$ cat config.mk
export PLATFORM = sky130hd
export DESIGN_NAME = arch_register
export DESIGN_NICKNAME = d
export VERILOG_FILES = /design/src/rtl/arch_register_pkg.sv /design/src/rtl/arch_register.sv
export SDC_FILE = /design/constraint.sdc
export NUM_CORES = 1
export LEC_CHECK = 0
export ABC_AREA = 1
export CORE_ASPECT_RATIO = 0.7
export CORE_MARGIN = 2
export CORE_UTILIZATION = 30
export CTS_BUF_LIST = sky130_fd_sc_hd__clkbuf_4 sky130_fd_sc_hd__clkbuf_8
export CTS_CLUSTER_DIAMETER = 150
export CTS_CLUSTER_SIZE = 12
export DETAILED_ROUTE_END_ITERATION = 8
export PLACE_DENSITY = 0.66
export SYNTH_ARGS = -nofsm -noshare
export SYNTH_HDL_FRONTEND = slang
export SYNTH_SLANG_ARGS = --single-unit
$ cat constraint.sdc
create_clock -name clock_i -period 0.9 [get_ports clock_i]
set_clock_uncertainty 0.2 [all_clocks]
set_input_delay 0.09 -clock clock_i [delete_from_list [all_inputs] [get_ports clock_i]]
set_output_delay 0.09 -clock clock_i [all_outputs]
set_load 0.01 [all_outputs]
$ cat src/rtl/arch_register_pkg.sv
// ============================================================================
// arch_register_pkg : shared datapath constants for architectural registers
// Rev 1.0
// ============================================================================
`default_nettype none

package arch_register_pkg;

    localparam int unsigned ARCH_WIDTH = 32;
    localparam logic [ARCH_WIDTH-1:0] ARCH_RESET_VALUE = {ARCH_WIDTH{1'b0}};

endpackage : arch_register_pkg

`default_nettype wire

$ cat src/rtl/arch_register.sv
// ============================================================================
// arch_register : WIDTH-bit architectural data register, clear > hold > load
// Rev 1.0
// ============================================================================
`default_nettype none

module arch_register
    import arch_register_pkg::*;
#(
    parameter int unsigned           WIDTH       = ARCH_WIDTH,
    parameter logic [WIDTH-1:0]      RESET_VALUE = WIDTH'(ARCH_RESET_VALUE)
) (
    input  logic             clock_i,
    input  logic             clear_i,
    input  logic             hold_i,
    input  logic [WIDTH-1:0] in_i,
    output logic [WIDTH-1:0] out_o
);

    logic [WIDTH-1:0] data_q;
    logic [WIDTH-1:0] data_d;

    always_comb begin
        data_d = data_q;
        if (!hold_i) begin
            data_d = in_i;
        end
    end

    // Clear wins even while hold is asserted.
    always_ff @(posedge clock_i) begin
        if (clear_i) begin
            data_q <= RESET_VALUE;
        end else begin
            data_q <= data_d;
        end
    end

    assign out_o = data_q;

endmodule : arch_register

`default_nettype wire

* Word level (Yosys, flattened, before mapping)
Cells that the tools add are included.
** Storage, ports and cells
- Register bits :: 32
- Bits in latches :: 0
- RAM bits :: 0
- Bits in read-only memories :: 0
- Bits of input ports :: 35
- Output and inout bits :: 32
- Word-level logic and storage cells :: 1
- Memories :: 0
** Operators by class
- Add/sub/neg operators :: 0
- Multiply operators :: 0
- Div/mod/pow operators :: 0
- Order comparisons :: 0
- Equal/unequal tests :: 0
- Shift-type cells :: 0
- Muxes and demuxes :: 0
- Bitwise operators :: 0
- Reductions and logical operators :: 0

* Longest topological paths before layout
- Word-level depth :: 0
- Gate-level depth with buffers :: 5
- Gate-level depth less buffers :: 4

* Worst setup path before layout
OpenSTA, ideal clock, no wires.
- Path kind :: flip-flop to flip-flop
- From :: reg, netlist name out_o[0]
- To :: reg data_q[0], in the netlist out_o[0]
- Library setup time :: 64 ps
- Data arrival time :: 546 ps
- Data required time :: 636 ps
- Path slack :: 90 ps
- Stages on the path, launching flop included :: 5
- Path buffers :: 0
- Clock period less this slack :: 810 ps
- Cells stage by stage :: dfxtp_1 -> inv_1 -> nand2_1 -> nand2_1 -> nor2_1
** RTL lines
- end signal: assignment :: RTL line arch_register.sv:35 : data_q <= data_d;
- end: declaration :: RTL line arch_register.sv:20 : logic [WIDTH-1:0] data_q;

* Worst setup path after layout
- From :: reg data_q[15], in the netlist out_o[15]
- To :: out out_o[15]
** RTL lines
- end: declaration :: RTL line arch_register.sv:17 : output logic [WIDTH-1:0] out_o
No word-level cell between the ends.

==> impl_metrics.yaml <==
placed_design:
  numPortBuffers: 66
  placed_cell_area_um2: 2040
  globalplace.congestion: 0.660
  place_hpwl_um: 2150
global_routing:
  antenna_found_initial: 0
  globalRoute.totalOverflow: 0
  pin_count_of_the_biggest_net_entering_global_routing: 33
  grt_pass1_wl_um: 5030
  track_usage: 0.128
  first_global_vias: 1225
clock_tree:
  clock_tree_from_tritoncts: "done"
  htree_levels: 2
  hold_buffers: 0
  tritoncts_num_sinks: 32
  clk_transition_reported_paths_ns: 0.06
  root_buffer: "clkbuf_8"
  cts_buffer_depth: 2
  clock_latency_ns: 0.27
  cts_inserted_buffers: 5
die:
  dieArea_um2: 5020
  num_rows: 20
  die-height_um: 59.9
  top_level_ports: 67
  start_util: 0.311
  core-area_um2: 4300
  fp.dieW_um: 83.8
pwr:
  internal_dissipation_mw: 2.54
  p_total_mw: 3.37
  power.static_leakage_nw: 1.14
  power_frac_comb: 0.219
  sequential_power_share: 0.478
  ir_worst_vdd_mv: 0.939
  powerDensity_nw_per_um2: 1480
  switching_power_mw: 0.830
  power.share.clock: 0.303
  sw_frac_of_total: 0.246
routing:
  met2RoutedLength_um: 1450
  number_of_optimization_iterations_in_the_first_detailed_route_pass: 3
  routed-via-count: 1295
  route.layer.met1.wl_um: 1480
  wl_per_cell_um: 9.88
  met3_wirelength_um: 299
  detail_route.iter0.violations: 29
  highest_layer: "met4"
  route.final.wire_length_um: 3250
  drcViolationCount: 0
  ant_nets: 0
  post_drt_via_cell_ratio: 3.94
yosys:
  ys_top_cells_by_count: "nand2_1 (64), nor2_1 (64), inv_1 (33)"
  postSynthNetCount: 238
  postSynthRegisterBits: 32
  syn_inst: 203
  yosysSeqAreaShare: 0.479
  largest_cells_by_area_after_synthesis: "dfxtp_1 (48%), nand2_1 (18%), nor2_1 (18%), inv_1 (9.3%), buf_6 (5.9%)"
  async_flop_share: 0
  synth_ff_type: "dfxtp_1"
  synth_top_cell_by_area: "dfxtp_1"
  synth.distinct_cells: 6
  syn-mean-instance-area_um2: 6.59
  yosysWarningCount: 0
  synth_top_area_share: 0.479
  mappedNetlistArea_um2: 1340
  edff_count_synth: 0
job:
  number_of_max_capacitance_violations_reported: 0
timing:
  setup_total_negative_slack_ns: -3.14
  maximum_clock_frequency_ghz: 0.990
  unrepaired_setup_endpoints_after_global_routing: "yes"
  worst_slew_margin_rel: 0.909
  timing.final.hold_violations: 0
  timing.final.ws_setup_ns: -0.110
  tightest_slew_ns: 0.137
  setup_viol_count_final: 34
  finalCriticalPeriod_ns: 1.01
  finalCritPeriodShare: 1.12
  maxSlewViolCount: 0
setup_path:
  crit_fanout: 2
  bufs_and_invs_on_worst_path: 1
  crit_start: "out_o[15]$_SDFFE_PP0N_"
  series_of_cell_instances_along_the_critical_path: "buf_6"
  timing.critical_path.slowest_stage_cell: "dfxtp_2"
  setup.reg_to_reg.worst_slack_ns: -0.03
  worstSetupEndpoint: "out_o[15]"
  crit_path_end_kind: "output pin"
  timing.setup.critical_path_class: "reg2out"
  timing.critical_path.max_delay_family: "flip-flops"
  worst_path_largest_cell_delay_ns: 0.34
  timing.critical_path.required_ns: 0.61
  timing.reg2reg.worst_path_depth: 5
  worst_ep_arrival_time_ns: 0.72
  timing.critical_path.from_type: "register"
  critical_path.reg2reg.endpoint: "out_o[2]$_SDFFE_PP0N_"
  r2r_start: "out_o[2]$_SDFFE_PP0N_"
  critical_path_depth: 1
outcome:
  failed_checks: "setup timing"
  run_status: "complete, but fails checks"
layout:
  post_route_cell_area_um2: 2280
  largest_register_ff_count: 32
  fin_nets: 309
  layout.area.seq_um2: 681
  drive_above_1_share: 0.314
  diodes: 0
  final_core_utilization: 0.529
  fillerInstances: 429
  multi_input_area_um2: 488
  area.growth.synth_to_final_pct: 70.1
worst_hold_path:
  worstHoldPathType: "in2reg"
layer usage:
metal | track usage | up-vias
met4 | 0.0484 | 0
met5 | 0 | -
met2 | 0.216 | 42
met3 | 0.0649 | 3
met1 | 0.140 | 542
li1 | - | 708
cell families after synthesis:
logic type / Yosys count / synth area share
buffers and inverters: 43 / 0.163
flip-flops: 32 / 0.479
AND/OR/NAND/NOR: 128 / 0.359
cell type report:
type	count	share of cell area
repair buffers	74	0.366
flip-flops and latches	32	0.299
multi-input cells	128	0.214
inverters	33	0.0544
clock buffers	6	0.0335
well taps	55	0.0302
clock inverters	1	0.00220
power by group through the flow:
| stage | sequential [mW] | clock (mW) | combinational (mW) |
|---|---|---|---|
| floorplan | 1.65 | 0 | 0.254 |
| global placement | 1.60 | 0 | 0.679 |
| detailed placement | 1.60 | 0 | 0.684 |
| CTS | 1.61 | 1.07 | 0.706 |
| global route | 1.62 | 1.14 | 0.817 |
| finish | 1.61 | 1.02 | 0.738 |
worst min path at each step:
stage                            from                      to  slack [ns]  depth (start not counted)
6_report                      clear_i  out_o[27]$_SDFFE_PP0N_        0.06                          5
5_1_grt                       clear_i  out_o[20]$_SDFFE_PP0N_        0.09                          5
4_1_cts                        hold_i  out_o[29]$_SDFFE_PP0N_        0.09                          4
3_5_place_dp    out_o[8]$_SDFFE_PP0N_   out_o[8]$_SDFFE_PP0N_        0.30                          4
3_3_place_gp   out_o[29]$_SDFFE_PP0N_  out_o[29]$_SDFFE_PP0N_        0.29                          4
2_1_floorplan                 in_i[0]   out_o[0]$_SDFFE_PP0N_        0.02                          2
stage by stage:
stage | cells | worst slack [ns] | hold slack (ns)
after CTS | 325 | -0.118 | 0.0905
after global placement | 318 | -0.298 | 0.294
after global routing | 329 | -0.139 | 0.0887
after floorplan | 203 | 0.0901 | 0.0194
after detailed placement | 318 | -0.302 | 0.297
final | 329 | -0.110 | 0.0572
layout by cell type, fill, tap and decap left out, types with 3 or more instances in the layout:
| cell type | count |
|---|---|
| inv_2 | 3 |
| clkbuf_8 | 5 |
| clkdlybuf4s50_1 | 32 |
| nand2_2 | 3 |
| inv_1 | 30 |
| dfxtp_2 | 32 |
| nor2_1 | 64 |
| buf_12 | 3 |
| nand2_1 | 61 |
| buf_6 | 33 |
timing repair:
| item | 4_1_cts | 5_1_grt |
|---|---|---|
| cloned | 0 | 2 |
| resized for setup | 194 | 6 |
| pin swaps | 0 | 3 |
| buffers inserted | 0 | 2 |
| setup endpoints to repair | 40 | 64 |
No activity file was read; power rests on OpenSTA's default activity.
